<file path="src/rtl/ir_pkg.sv">
// Shared types and constants for the IR remote-car transmitter:
// FSM state encoding, register offsets and control-register bit positions.
package ir_pkg;

   typedef enum logic [2:0] {
      IDLE   = 3'd0,
      START  = 3'd1,
      GAP    = 3'd2,
      CARSEL = 3'd3,
      BIT    = 3'd4,
      DONE   = 3'd5
   } ir_state_t;

   localparam logic [7:0] CMD_OFS  = 8'd0;
   localparam logic [7:0] CTRL_OFS = 8'd1;

   localparam int CTRL_EN_BIT   = 0;
   localparam int CTRL_TRIG_BIT = 1;

   // Terminal count for a segment lasting n pulse ticks.
   function automatic logic [15:0] last_tick(input int n);
      return 16'(n - 1);
   endfunction

endpackage

</file>
<file path="src/rtl/ir_carrier_gen.sv">
// Free-running clock divider: level toggles every PERIOD clocks and tick flags
// the clock before each wrap (only the wraps that raise level when RISE_ONLY).
module ir_carrier_gen #(
   parameter int PERIOD    = 4,
   parameter bit RISE_ONLY = 1'b1
) (
   input  logic CLK,
   input  logic RESET,
   output logic level,
   output logic tick
);

   localparam logic [31:0] LAST = 32'(PERIOD - 1);

   logic [31:0] cnt_r;
   logic        level_r;
   logic        wrap_s;

   assign wrap_s = (cnt_r == LAST);
   assign tick   = wrap_s && (!level_r || !RISE_ONLY);
   assign level  = level_r;

   // Divider counter and output level.
   always_ff @(posedge CLK or posedge RESET) begin
      if (RESET) begin
         cnt_r   <= 32'd0;
         level_r <= 1'b0;
      end else if (wrap_s) begin
         cnt_r   <= 32'd0;
         level_r <= !level_r;
      end else begin
         cnt_r   <= cnt_r + 32'd1;
      end
   end

endmodule

</file>
<file path="src/rtl/ir_transmitter_gen.sv">
// Bus-mapped IR remote-car transmitter with carrier modulation.
// Define IR_CHANGE_TRIGGER_EN to also start a packet when a CMD write changes the value.
module ir_transmitter_gen
   import ir_pkg::*;
#(
   parameter logic [7:0] BASE_ADDR     = 8'h90,
   parameter int         CLK_FREQ_HZ   = 100000000,
   parameter int         CARRIER_HZ    = 36000,
   parameter int         PACKET_HZ     = 10,
   parameter int         CMD_BITS      = 4,
   parameter int         START_PULSES  = 88,
   parameter int         CARSEL_PULSES = 22,
   parameter int         GAP_PULSES    = 40,
   parameter int         ONE_PULSES    = 44,
   parameter int         ZERO_PULSES   = 22
) (
   input  logic       CLK,
   input  logic       RESET,
   input  logic [7:0] BUS_ADDR,
   input  logic [7:0] BUS_DATA,
   input  logic       BUS_WE,
   output logic       IR_LED,
   output logic       BUSY
);

   localparam int         CARRIER_DIV = CLK_FREQ_HZ / (2 * CARRIER_HZ);
   localparam int         PACKET_DIV  = CLK_FREQ_HZ / PACKET_HZ;
   localparam logic [7:0] CMD_ADDR    = BASE_ADDR + CMD_OFS;
   localparam logic [7:0] CTRL_ADDR   = BASE_ADDR + CTRL_OFS;
   localparam logic [7:0] CMD_MASK    = 8'((9'd1 << CMD_BITS) - 9'd1);
   localparam logic [2:0] LAST_BIT    = 3'(CMD_BITS - 1);

   logic        carrier_s, pulse_s, pkt_tick_s, pkt_level_unused_s;
   logic        cmd_wr_s, ctrl_wr_s, trig_s, chg_s, set_pend_s, burst_s, end_s;
   logic [7:0]  cmd_new_s;
   logic [15:0] limit_s;

   ir_state_t   state_r, after_gap_r;
   logic [15:0] cnt_r;
   logic [2:0]  bit_idx_r;
   logic [7:0]  cmd_r, shadow_r;
   logic        ctrl_en_r, pending_r, busy_r, ir_led_r;

   ir_carrier_gen #(.PERIOD(CARRIER_DIV), .RISE_ONLY(1'b1)) u_carrier (
      .CLK   (CLK),
      .RESET (RESET),
      .level (carrier_s),
      .tick  (pulse_s)
   );

   ir_carrier_gen #(.PERIOD(PACKET_DIV), .RISE_ONLY(1'b0)) u_packet (
      .CLK   (CLK),
      .RESET (RESET),
      .level (pkt_level_unused_s),
      .tick  (pkt_tick_s)
   );

   // Bus decode, packet request sources and current segment length.
   always_comb begin
      cmd_wr_s   = BUS_WE && (BUS_ADDR == CMD_ADDR);
      ctrl_wr_s  = BUS_WE && (BUS_ADDR == CTRL_ADDR);
      cmd_new_s  = BUS_DATA & CMD_MASK;
      trig_s     = ctrl_wr_s && BUS_DATA[CTRL_TRIG_BIT];
`ifdef IR_CHANGE_TRIGGER_EN
      chg_s      = cmd_wr_s && (cmd_new_s != cmd_r);
`else
      chg_s      = 1'b0;
`endif
      set_pend_s = trig_s || (pkt_tick_s && ctrl_en_r) || chg_s;
      burst_s    = (state_r == START) || (state_r == CARSEL) || (state_r == BIT);
      case (state_r)
         START:   limit_s = last_tick(START_PULSES);
         CARSEL:  limit_s = last_tick(CARSEL_PULSES);
         BIT:     limit_s = shadow_r[bit_idx_r] ? last_tick(ONE_PULSES) : last_tick(ZERO_PULSES);
         default: limit_s = last_tick(GAP_PULSES);
      endcase
      end_s      = pulse_s && (cnt_r == limit_s);
   end

   // Command/control registers and the pending-packet flag.
   always_ff @(posedge CLK or posedge RESET) begin
      if (RESET) begin
         cmd_r     <= 8'd0;
         ctrl_en_r <= 1'b0;
         pending_r <= 1'b0;
      end else begin
         if (cmd_wr_s)
            cmd_r <= cmd_new_s;
         if (ctrl_wr_s)
            ctrl_en_r <= BUS_DATA[CTRL_EN_BIT];
         // A new request in the same clock the FSM leaves IDLE stays pending.
         if (set_pend_s)
            pending_r <= 1'b1;
         else if ((state_r == IDLE) && pulse_s)
            pending_r <= 1'b0;
      end
   end

   // Packet sequencer: START, CARSEL, then one burst per command bit, each followed by a gap.
   always_ff @(posedge CLK or posedge RESET) begin
      if (RESET) begin
         state_r     <= IDLE;
         after_gap_r <= IDLE;
         cnt_r       <= 16'd0;
         bit_idx_r   <= 3'd0;
         shadow_r    <= 8'd0;
         busy_r      <= 1'b0;
      end else begin
         if (pulse_s && (burst_s || (state_r == GAP)))
            cnt_r <= end_s ? 16'd0 : cnt_r + 16'd1;
         case (state_r)
            IDLE: begin
               if (pending_r && pulse_s) begin
                  state_r  <= START;
                  shadow_r <= cmd_r;
                  busy_r   <= 1'b1;
               end
            end
            START: begin
               if (end_s) begin
                  state_r     <= GAP;
                  after_gap_r <= CARSEL;
               end
            end
            CARSEL: begin
               if (end_s) begin
                  state_r     <= GAP;
                  after_gap_r <= BIT;
                  bit_idx_r   <= 3'd0;
               end
            end
            BIT: begin
               if (end_s) begin
                  state_r <= GAP;
                  if (bit_idx_r == LAST_BIT) begin
                     after_gap_r <= DONE;
                  end else begin
                     after_gap_r <= BIT;
                     bit_idx_r   <= bit_idx_r + 3'd1;
                  end
               end
            end
            GAP: begin
               if (end_s)
                  state_r <= after_gap_r;
            end
            DONE: begin
               state_r <= IDLE;
               busy_r  <= 1'b0;
            end
            default: begin
               state_r <= IDLE;
               busy_r  <= 1'b0;
            end
         endcase
      end
   end

   // Registered LED drive: carrier gated by burst, one clock behind state.
   always_ff @(posedge CLK or posedge RESET) begin
      if (RESET)
         ir_led_r <= 1'b0;
      else
         ir_led_r <= carrier_s && burst_s;
   end

   assign IR_LED = ir_led_r;
   assign BUSY   = busy_r;

endmodule

</file>
<file path="config.mk">
export PLATFORM = sky130hd
export DESIGN_NAME = ir_transmitter_gen
export DESIGN_NICKNAME = d
export VERILOG_FILES = /design/src/rtl/ir_pkg.sv /design/src/rtl/ir_carrier_gen.sv /design/src/rtl/ir_transmitter_gen.sv
export SDC_FILE = /design/constraint.sdc
export NUM_CORES = 1
export LEC_CHECK = 0
export BUFFER_PORTS_ARGS = -buffer_cell sky130_fd_sc_hd__buf_2
export CAP_MARGIN = 20
export CORE_ASPECT_RATIO = 0.9
export CORE_UTILIZATION = 40
export CTS_BUF_LIST = sky130_fd_sc_hd__clkbuf_8
export DETAILED_ROUTE_END_ITERATION = 10
export SETUP_SLACK_MARGIN = 0.4
export SYNTH_ARGS = -nofsm -noshare
export SYNTH_HDL_FRONTEND = slang
export SYNTH_SLANG_ARGS = --single-unit
</file>
<file path="constraint.sdc">
create_clock -name CLK -period 2.9 [get_ports CLK]
set_input_delay 0.145 -clock CLK [delete_from_list [all_inputs] [get_ports CLK]]
set_output_delay 0.145 -clock CLK [all_outputs]
set_load 0.01 [all_outputs]
</file>
# [Yosys cells after proc, flatten, opt, wreduce, memory -nomap -nowiden]
# Cells that the tools add are included.
[word_totals] register_bits=102 wordCells=86 inputBits=19 out_inout_bits=2
[classes] mux=24 bitwise_logic=1 n_eq_ne=17 n_addsub=4 reduce_logical=26 order_cmp=1
[op_table] op="32-bit by 1-bit adder with 32-bit output, second input constant" count=2
[op_table] op="32-bit 2-to-1 mux" count=2
[op_table] op="32-bit by 11-bit == test with 1-bit output, second input constant" count=1
[op_table] op="32-bit by 24-bit == test with 1-bit output, second input constant" count=1
[op_table] op="3-bit 2-to-1 mux" count=9
[op_table] op="7-bit one-hot mux with 3 select lines" count=1
[op_table] op="3-bit one-hot mux with 3 select lines" count=2
[op_table] op="16-bit by 1-bit adder with 16-bit output, second input constant" count=1
[op_table] op="16-bit == test" count=1
[op_table] op="8-bit == test, second input constant" count=2
[op_table] op="16-bit 2-to-1 mux" count=1
[op_table] op="1-bit logical AND" count=10
[op_table] op="2-bit != test, second input constant" count=5
[op_table] op="3-bit by 2-bit == test with 1-bit output, second input constant" count=3
[op_table] op="4-bit AND reduction" count=2
[op_table] op="6-bit 2-to-1 mux" count=1
[op_table] op="3-bit one-hot mux with 2 select lines" count=1
[op_table] op="1-bit 2-to-1 mux" count=5
[op_table] op="1-bit logical OR" count=4
[op_table] op="3-bit by 4-bit < comparator with 1-bit output, second input constant" count=1
[op_table] op="2-bit by 1-bit != test with 1-bit output, second input constant" count=2
[op_table] op="2-bit AND reduction" count=2
[op_table] op="2-bit nonzero test" count=2
[op_table] op="4-bit OR reduction" count=1
[op_table] op="11 further kinds" count=11

# [Longest topological paths before layout]
# Gate-level depths: netlist (run 1).
[depth] depth_word=8 ltp_mapped=8 depth_no_buf=7

# [Hierarchy]
# A second synthesis (run 1) with hierarchy kept.
[hier_totals] cells_unflattened=533 hier_area_um2=5447.7
[by_module_without_submodules] module="ir_transmitter_gen" seq_area_each_um2=925.9 n_inst=1 cells_each=202 area_per_inst_um2=2024.4
[by_module_without_submodules] module="ir_carrier_gen at u_packet" seq_area_each_um2=825.8 n_inst=1 cells_each=174 area_per_inst_um2=1742.9
[by_module_without_submodules] module="ir_carrier_gen at u_carrier" seq_area_each_um2=825.8 n_inst=1 cells_each=157 area_per_inst_um2=1680.4

# [Worst setup path after synthesis (run 1)]
# OpenSTA, ideal clock, no wires.
[synth_timing] path_kind="flip-flop to flip-flop" startpoint="reg u_carrier.cnt_r[13]" endpoint="reg state_r[0]" path_buffers=1 slack_ns=0.459 period_less_slack_ns=2.441 stages_incl_launch_ff=8 arrival_time_ns=2.369 setup_ns=0.073 required_time_ns=2.827 path_cell_list="dfrtp_1 > or4b_4 > nor4_4 > nand4_1 > a2111o_1 > buf_6 > or4_1 > nand3_1"
[synth_via] elab_chain_len=5 elab_cells_between_ends=8 classes_between="eq/ne (4); reduce/logical (4)"
[synth_rtl] item="start: declaration" line="ir_carrier_gen.sv:15" rtl="logic [31:0] cnt_r;"
[synth_rtl] item="start signal: assignment" line="ir_carrier_gen.sv:32" rtl="cnt_r <= cnt_r + 32'd1;"
[synth_rtl] item="32-bit by 11-bit == test with 1-bit output (*)" line="ir_carrier_gen.sv:19" rtl="assign wrap_s = (cnt_r == LAST);"
[synth_rtl] item="1-bit logical AND (*)" line="ir_carrier_gen.sv:20" rtl="assign tick = wrap_s && (!level_r || !RISE_ONLY);"
[synth_rtl] item="1-bit logical AND, on equally long branches" line="ir_transmitter_gen.sv:113, ir_transmitter_gen.sv:77"
[synth_rtl] item="2-bit by 1-bit != test with 1-bit output (no line) / 2-bit != test (equally long branches)"
[synth_rtl] item="3-bit AND reduction (no line) (*)"
[synth_rtl] item="end signal: assignment" line="ir_transmitter_gen.sv:145" rtl="state_r <= after_gap_r;"
[synth_rtl] item="end: declaration" line="ir_transmitter_gen.sv:38" rtl="ir_state_t state_r, after_gap_r;"
# Mark *: on every way between the ends. The rest lies on a longest branch, timed or not.
# A chain may end at the register's enable or synchronous reset.

# [Worst setup path in the final report (run 1)]
[layout_timing] startpoint="reg u_carrier.cnt_r[7]" endpoint="reg state_r[0]"
# Same word-level chain as after synthesis.

==> results of run 1 <==
[Yosys cell counts (all sizes together), types with 2 or more instances]
master  count  area share (%)
dfrtp     102              52
nand4      19             2.4
a221oi      2            0.35
a21oi       5            0.51
o21ai      13             1.3
ha          5             1.3
buf         4            0.51
nand3      37             3.7
o31ai       3            0.45
nand2      40             3.0
or4         6            0.99
or3         5            0.63
nor4b       2            0.35
inv        16             1.2
nand2b      5            0.63
and3       13             1.6
and4        5            0.88
nor4       10             1.6
a221o       2            0.40
or2         4            0.51
nor3       12             1.2
or3b        3            0.53
xor2       24             4.2
nor2b       5            0.63
nor2       52             3.9
clkbuf      7            0.53
nand3b      3            0.45
or4b        4            0.88
xnor2      46             8.1
mux2       11             2.5
[where the power goes]
part           leakage, nW  total (mW)  internal [mW]  switching (mW)
clock               0.0906       0.859          0.342           0.517
combinational         1.06      0.0484         0.0154          0.0330
sequential            1.39        1.43           1.42         0.00163
total                 2.54        2.33           1.78           0.552
[area by class of cell]
type	instances	area (um2)	area share (%)
clock buffer	10	138	2.38
clock inverter	6	45.0	0.779
inverter	16	63.8	1.10
multi-input combinational	353	2450	42.4
sequential	102	2560	44.2
tap	160	200	3.46
timing repair buffer	46	329	5.69
[what timing repair did]
| action | in CTS | in global routing |
|---|---|---|
| pin swaps | 8 | 11 |
| endpoints found under the setup margin | 19 | 27 |
| hold buffers | 2 | 1 |
| gates resized for setup | 14 | 18 |
| setup buffers | 12 | 2 |
| endpoints found under the hold margin | 103 | 1 |
[cells in the final DEF (no fill, tap or decap), types with 3 or more instances in the layout]
master / Yosys / layout
ha_1: 5 / 5
clkinvlp_4: 0 / 3
or4_1: 5 / 5
inv_1: 16 / 15
nor4_2: 0 / 4
and4_1: 5 / 5
nor3_2: 0 / 5
or2_2: 4 / 4
and3_1: 13 / 13
nand3b_1: 3 / 3
dfrtp_2: 0 / 3
xor2_1: 24 / 24
nand2b_1: 5 / 4
or3_1: 5 / 4
mux2_2: 11 / 9
buf_2: 2 / 16
nand4_1: 19 / 19
dlygate4sd3_1: 0 / 3
buf_4: 0 / 25
nor3_1: 12 / 6
or4b_4: 1 / 3
nor2b_1: 5 / 5
xnor2_1: 46 / 46
nand3_1: 37 / 35
nor4_1: 9 / 5
a21oi_1: 5 / 5
o21ai_0: 13 / 13
dfrtp_1: 102 / 99
clkbuf_8: 0 / 10
nor2_1: 52 / 49
nand2_1: 40 / 40
[logic make-up (layout without fill, tap and decap cells)]
group / after synthesis / in the layout / share of synthesized area [%]
mux: 12 / 12 / 2.70
xor+xnor: 70 / 70 / 12.4
simple gates: 228 / 228 / 24.5
flops: 102 / 102 / 51.5
buf+inv: 27 / 78 / 2.25
fa+ha+maj: 5 / 5 / 1.26
compound gates: 38 / 38 / 5.41
[worst max-delay path by stage]
| stage | endpoint | slack, ns | cells after the start |
|---|---|---|---|
| after global placement | state_r[0] | 0.24 | 6 |
| after CTS | after_gap_r[2] | 0.30 | 6 |
| after floorplan | state_r[0] | 0.46 | 7 |
| after detailed placement | after_gap_r[2] | 0.20 | 6 |
| after global routing | cnt_r[10] | 0.26 | 7 |
| final | state_r[0] | 0.34 | 6 |
[metal layers]
metal	vias up	part of all wire (%)
met4	0	1.4
li1	1782	-
met1	1819	48
met3	13	2.5
met5	-	0
met2	33	48
[registers in the layout, summed over array words and instances, names as in the netlist, 3 cells and up]
| signal | cells |
|---|---|
| u_packet.cnt_r | 32 |
| u_carrier.cnt_r | 32 |
| cnt_r | 16 |
| state_r | 3 |
| after_gap_r | 3 |
| cmd_r | 4 |
| shadow_r | 4 |
| bit_idx_r | 3 |
[worst register-to-register path: stages, from the launching register on]
cell	delay, ns
dfrtp_1	0.42
or4b_4	0.57
nor4_4	0.36
nand4_1	0.13
a2111o_1	0.43
or4_1	0.50
nand3_1	0.09
==> metrics, run 1 <==
Setup TNS Final=0 ns; crit-path max FO=7; outcome=finished, final reports clean; RSZ-0062 raised after global routing=true; CTS Buf Count=9; cell family with most CP delay=simple AND/OR/NAND/NOR gates; dpl cells=660; CORE AREA=12100 um2; routed length per instance=14.0 um; syn_area_per_cell=10.3 um2; CP startpoint kind=flip-flop; Crit Reg-Reg Endpoint=state_r[0]; # DRC=0; Syn. warnings=0; H-tree depth=3; largest net degree at the start of global routing=103; Final WS setup=0.338 ns; Slowest cell on crit path=or4b_4; Clock Skew=0.0102 ns; final core occ=47.9%; post-DP HPWL=6650 um; io pins=21; worst skew pair latency=0.38 ns; DIE WIDTH=119 um; Post-synth top flop=dfrtp_1; Synth Net Count=506; Max Cap Violations=0; gr usage total=16.6%; first-pass GRT wire length=16800 um; Critical Path RT=3.22 ns; GRT met1 Usage=22.5%; Routed Antenna Nets=0; Hold Vio Cnt, Final=0; Placed Area=5310 um2; nets@finish=552; worst path buffer plus inverter count=0; met3 track demand over resource=4.50%; f_max=390 MHz; CTS Root Cell=clkbuf_8; hold depth=2; Critical path origin=u_carrier.cnt_r[7]; Overflow after GRT=0; RR Startpoint=u_carrier.cnt_r[7]; crit path time final=2.56 ns; post-synthesis sequential area ratio=51.5%; Row Count=38; Syn Inst Count=482; RePlAce Congestion=0.807; final slew viol count=0; final non-filler cell total=693; clock sink count=102; port buffer count=16; final setup violation count=0; die area=12800 um2; hold_sp=BUS_DATA[3]; GR Layer Usage met2=26.0%; Detailed Route Iter0 Violations=175; Finished Cell Area=5780 um2; Pre-antenna DRT Iters=4; Post-Route WL=9700 um; die height=108 um; Total Power=2.33 mW; CTS tree=built; actual slew at the worst max-slew pin=0.613 ns; Hold Crit Class=in2reg; Vias=3647; worst hold path endpoint=cmd_r[3]; Ant. Diodes=0; Async S/R FF share, synth=100%; Crit path largest cell delay=0.57 ns; dpl ws=0.198 ns; Mapped Area=4950 um2; vias per cell=5.26; Pleak=2.54 nW; Max VDD drop=0.000235 V; Reg clk slew, reported paths=0.10 ns; Worst Setup End Kind=flip-flop; reg2reg path depth=6; Post-synth EDFFs=0; final worst path period share=88.3%; initial antenna violation count=0; fraction of layout cells with a size suffix above 1=19.9%; Longest Clk Path Bufs=2; vias in the first global route=3545; P&R area growth vs syn=16.7%; Synth Register Bits=102; Relative slew margins=58.8%; WHS=0.0349 ns; starting density of the core=41.0%; synth unique cells=54; Power Density=404 nW/um2; busiest metal layer after global routing=met2; WP data arrival=2.89 ns; FILL cells=1162; Worst R2R Setup Slack=0.34 ns; Crit Path Category=reg2reg; crit-path cells=or4b_4, nor4_4, nand4_1, a2111o_1, or4_1, nand3_1
(Power assumes the default switching activity.)
==> run 2: changes to the inputs <==
Clock period 2.9 ns to 2.7 ns, I/O delays scaled along.
==> run 2 against run 1 <==
Register-to-register slack worse by 0.23 ns. Largest cell class unchanged. Die area stayed put. Largest power group unchanged. Combinational power up 4.1%. The run now ends with DRC left. Worst setup slack worse by 0.23 ns.
==> metrics, run 2 (synthesized netlist as in run 1, its figures left out) <==
Worst R2R Setup Slack=0.11 ns; failing checks=DRC; Overflow after GRT=0; Clock Skew=0.0101 ns; Routed Antenna Nets=0; Placed Area=5350 um2; dpl cells=665; most common cell after layout, fill and taps aside=dfrtp_1; CTS tree=built; worst skew pair latency=0.38 ns; Critical Path RT=3.02 ns; reg2reg path depth=9; first-pass GRT wire length=17400 um; fraction of layout cells with a size suffix above 1=23.3%; # DRC=1; final non-filler cell total=706; Crit Path Category=reg2reg; clock share of power=34.6%; Detailed Route Iter0 Violations=167; Post-Route WL=10300 um; RR Startpoint=state_r[1]; Row Count=38; Max Cap Violations=0; gr usage total=17.1%; starting density of the core=41.0%; dpl ws=0.0833 ns; Crit Reg-Reg Endpoint=state_r[0]; vias in the first global route=3632; crit-path max FO=6; post-DP HPWL=6790 um; FILL cells=1110; CTS Buf Count=9; Pint=1.87 mW; die area=12800 um2; sequential power share=63.4%; P_sw=552 uW; RSZ-0062 raised after global routing=true; Finished Cell Area=5950 um2; WP data arrival=2.91 ns; Final WS setup=0.106 ns; Hold Crit Class=in2reg; H-tree depth=3; WHS=0.0217 ns; Vias=3730; Reg clk slew, reported paths=0.09 ns; actual slew at the worst max-slew pin=0.652 ns; final slew viol count=0; crit path time final=2.59 ns; worst hold path endpoint=cmd_r[2]; routed length per instance=14.7 um; Max VDD drop=0.000247 V; Worst Setup End Kind=flip-flop; Gate power share=2.1%; final worst path period share=96.1%; hold_sp=BUS_DATA[2]; die height=108 um; hold depth=2; Relative slew margins=56.2%; vias per cell=5.28; outcome=finished, violations left; CORE AREA=12100 um2; initial antenna violation count=0; Largest regs=u_carrier.cnt_r (32), u_packet.cnt_r (32), cnt_r (16); Longest Clk Path Bufs=2; most frequent cells in the layout=dfrtp_1 (100), nor2_1 (47), xnor2_1 (46); io pins=21; Power Density=406 nW/um2; Hold Vio Cnt, Final=0; DIE WIDTH=119 um; port buffer count=16; final setup violation count=0; CTS Root Cell=clkbuf_8; Sw Ratio=22.8%; nets@finish=567; largest net degree at the start of global routing=74; Pre-antenna DRT Iters=7; Ant. Diodes=0; clock sink count=102; Pleak=2.64 nW; f_max=385 MHz; CP startpoint kind=flip-flop; RePlAce Congestion=0.815; Setup TNS Final=0 ns; P&R area growth vs syn=20.1%
run 2: routing by layer:
metal / routed length [um] / share of wire, % / vias up / global-route usage (%)
met2: 5170 / 50 / 33 / 28.0
met5: 0 / 0 / - / 0
met1: 4770 / 46 / 1863 / 22.4
li1: - / - / 1818 / -
met4: 204 / 2.0 / 0 / 6.25
met3: 200 / 1.9 / 16 / 3.50
run 2: metrics by stage:
step           total power [mW]  util (%)
6_report                   2.42      49.2
4_1_cts                    2.46      47.8
3_3_place_gp               1.61      44.3
3_5_place_dp               1.61      44.3
5_1_grt                    2.51      49.2
2_1_floorplan              1.59         -
run 2: critical path, cell delays in order, from the launching register on:
cell and delay, ns:
dfrtp_2 0.45, or3b_4 0.38, buf_4 0.16, nor2_2 0.10
a222oi_1 0.07, buf_4 0.16, buf_6 0.10, a2111o_1 0.48
or4_1 0.52, nand3_1 0.10
run 2: worst max-delay path by stage:
| stage | start | end |
|---|---|---|
| floorplan | u_carrier.cnt_r[14] | state_r[0] |
| finish | state_r[1] | state_r[0] |
| global placement | bit_idx_r[1] | cnt_r[2] |
| CTS | u_carrier.cnt_r[11] | after_gap_r[2] |
| detailed placement | bit_idx_r[1] | cnt_r[2] |
| global route | u_carrier.cnt_r[4] | cnt_r[14] |
run 2: power by group through the flow:
stage / clock network, mW / registers (mW) / logic (mW)
final: 0.835 / 1.53 / 0.0504
after global routing: 0.920 / 1.53 / 0.0594
after CTS: 0.869 / 1.53 / 0.0543
after detailed placement: 0 / 1.56 / 0.0517
after global placement: 0 / 1.56 / 0.0506
after floorplan: 0 / 1.56 / 0.0268
run 2: timing repair:
item                                    4_1_cts  5_1_grt
hold endpoints to repair                     31        0
setup buffers                                15       10
pin swaps                                    16       13
endpoints found under the setup margin       27       29
gates resized for setup                      26       28
hold buffers                                  2        0
run 2: cell type report:
cell class	count	area, um2	area share [%]
clock inverters	5	31.3	0.526
inverters	16	63.8	1.07
flip-flops and latches	102	2550	43.0
well taps	160	200	3.37
repair buffers	61	465	7.83
clock buffers	9	124	2.08
multi-input cells	353	2510	42.2
==> run 3: changes to the inputs <==
Settings changed: RECOVER_POWER set to 100.
==> run 3 against run 2 <==
The run still ends with DRC left. Combinational power hardly changed. Sequential power hardly changed. Global-route usage stayed put. Routed wire length is 0.14% lower. Hold slack better by 0.0036 ns. Via count is 0.46% higher. Critical path depth is 2 higher. Largest cell class unchanged.
==> metrics, run 3 (synthesized netlist as in run 1, its figures left out) <==
outcome=finished, violations left; failing checks=DRC; die area=12800 um2; die height=108 um; largest net degree at the start of global routing=74; RSZ-0062 raised after global routing=true; first-pass GRT wire length=17400 um; actual slew at the worst max-slew pin=1.33 ns; CTS tree=built; port buffer count=16; crit-path max FO=6; Critical Path RT=2.96 ns; vias per cell=5.31; Total Power=2.42 mW; CTS Root Cell=clkbuf_8; fraction of layout cells with a size suffix above 1=20.9%; dpl cells=665; Hold Vio Cnt, Final=0; Final WS setup=0.0808 ns; dpl ws=0.0833 ns; RePlAce Congestion=0.815; routed length per instance=14.6 um; Pre-antenna DRT Iters=7; Detailed Route Iter0 Violations=154; most common cell after layout, fill and taps aside=dfrtp_1; Clock Skew=0.00849 ns; nets@finish=567; Max Cap Violations=0; final slew viol count=0; # DRC=1; P&R area growth vs syn=18.8%; final worst path period share=97.0%; Hold Crit Class=in2reg; worst skew pair latency=0.37 ns; Vias=3747; final non-filler cell total=706; Relative slew margins=10.6%; H-tree depth=3; gr usage total=17.1%; starting density of the core=41.0%; CP startpoint kind=flip-flop; post-DP HPWL=6790 um; Worst Setup End Kind=flip-flop; vias in the first global route=3632; Worst R2R Setup Slack=0.08 ns; Post-Route WL=10300 um; Pleak=2.59 nW; Crit Path Category=reg2reg; Ant. Diodes=0; Routed Antenna Nets=0; WP data arrival=2.88 ns; Max VDD drop=0.000246 V; Reg clk slew, reported paths=0.09 ns; most frequent cells in the layout=dfrtp_1 (100), nor2_1 (48), xnor2_1 (46); final setup violation count=0; Largest regs=u_carrier.cnt_r (32), u_packet.cnt_r (32), cnt_r (16); Row Count=38; Longest Clk Path Bufs=2; crit path time final=2.62 ns; Power Density=410 nW/um2; f_max=382 MHz; initial antenna violation count=0; Overflow after GRT=0; CORE AREA=12100 um2; clock sink count=102; final core occ=48.7%; DIE WIDTH=119 um; CTS Buf Count=9; io pins=21
-- run 3: stage by stage --
step | TNS, ns | hold WS (ns) | cell area [um2]
CTS | 0 | 0.0131 | 5770
global placement | 0 | 0.259 | 5350
floorplan | 0 | 0.285 | 4960
detailed placement | 0 | 0.268 | 5350
global route | -0.00468 | 0.00263 | 5890
finish | 0 | 0.0252 | 5890
-- run 3: critical path, cell delays in order (launching register included) --
cell,delay (ns)
dfrtp_2,0.45
or3b_4,0.38
buf_4,0.16
nor2_2,0.10
a222oi_1,0.07
buf_4,0.16
buf_6,0.10
a2111o_1,0.48
buf_6,0.16
buf_6,0.11
nor2b_2,0.23
o21ai_1,0.09
-- run 3: path summary, 6_finish.rpt --
check | from | end | depth (start not counted)
max | state_r[1] | bit_idx_r[2] | 11
min reg2reg | cnt_r[15] | cnt_r[15] | 1
max reg2reg | state_r[1] | bit_idx_r[2] | 11
min | BUS_DATA[2] | cmd_r[2] | 2
min in group asynchronous | RESET | u_packet.cnt_r[31] | 3
max in group asynchronous | RESET | state_r[1] | 4
-- run 3: final cells by class --
| class | instances | area [um2] |
|---|---|---|
| fillers | 1125 | 6190 |
| well taps | 160 | 200 |
| repair buffers | 61 | 430 |
| clock inverters | 5 | 31.3 |
| clock buffers | 9 | 124 |
| flip-flops and latches | 102 | 2550 |
| inverters | 16 | 61.3 |
| multi-input cells | 353 | 2480 |
-- run 3: metal layers --
layer  global-route usage, %  up-vias  wire (um)
li1                        -     1813          -
met1                    22.4     1878       4710
met2                    28.0       40       5190
met3                    3.50       16        228
met4                    6.25        0        204
met5                       0        -          0
-- run 3: repair_timing --
action / 4_1_cts / 5_1_grt
pin swaps: 16 / 13
buffers inserted: 15 / 10
endpoints found under the setup margin: 27 / 29
hold endpoints to repair: 31 / 0
hold buffers: 2 / 0
gates resized for setup: 26 / 28
-- run 3: report_power, final --
group | internal, mW | switching [mW]
Clock | 0.320 | 0.515
Combinational | 0.0154 | 0.0346
Sequential | 1.53 | 0.00179
Total | 1.87 | 0.551
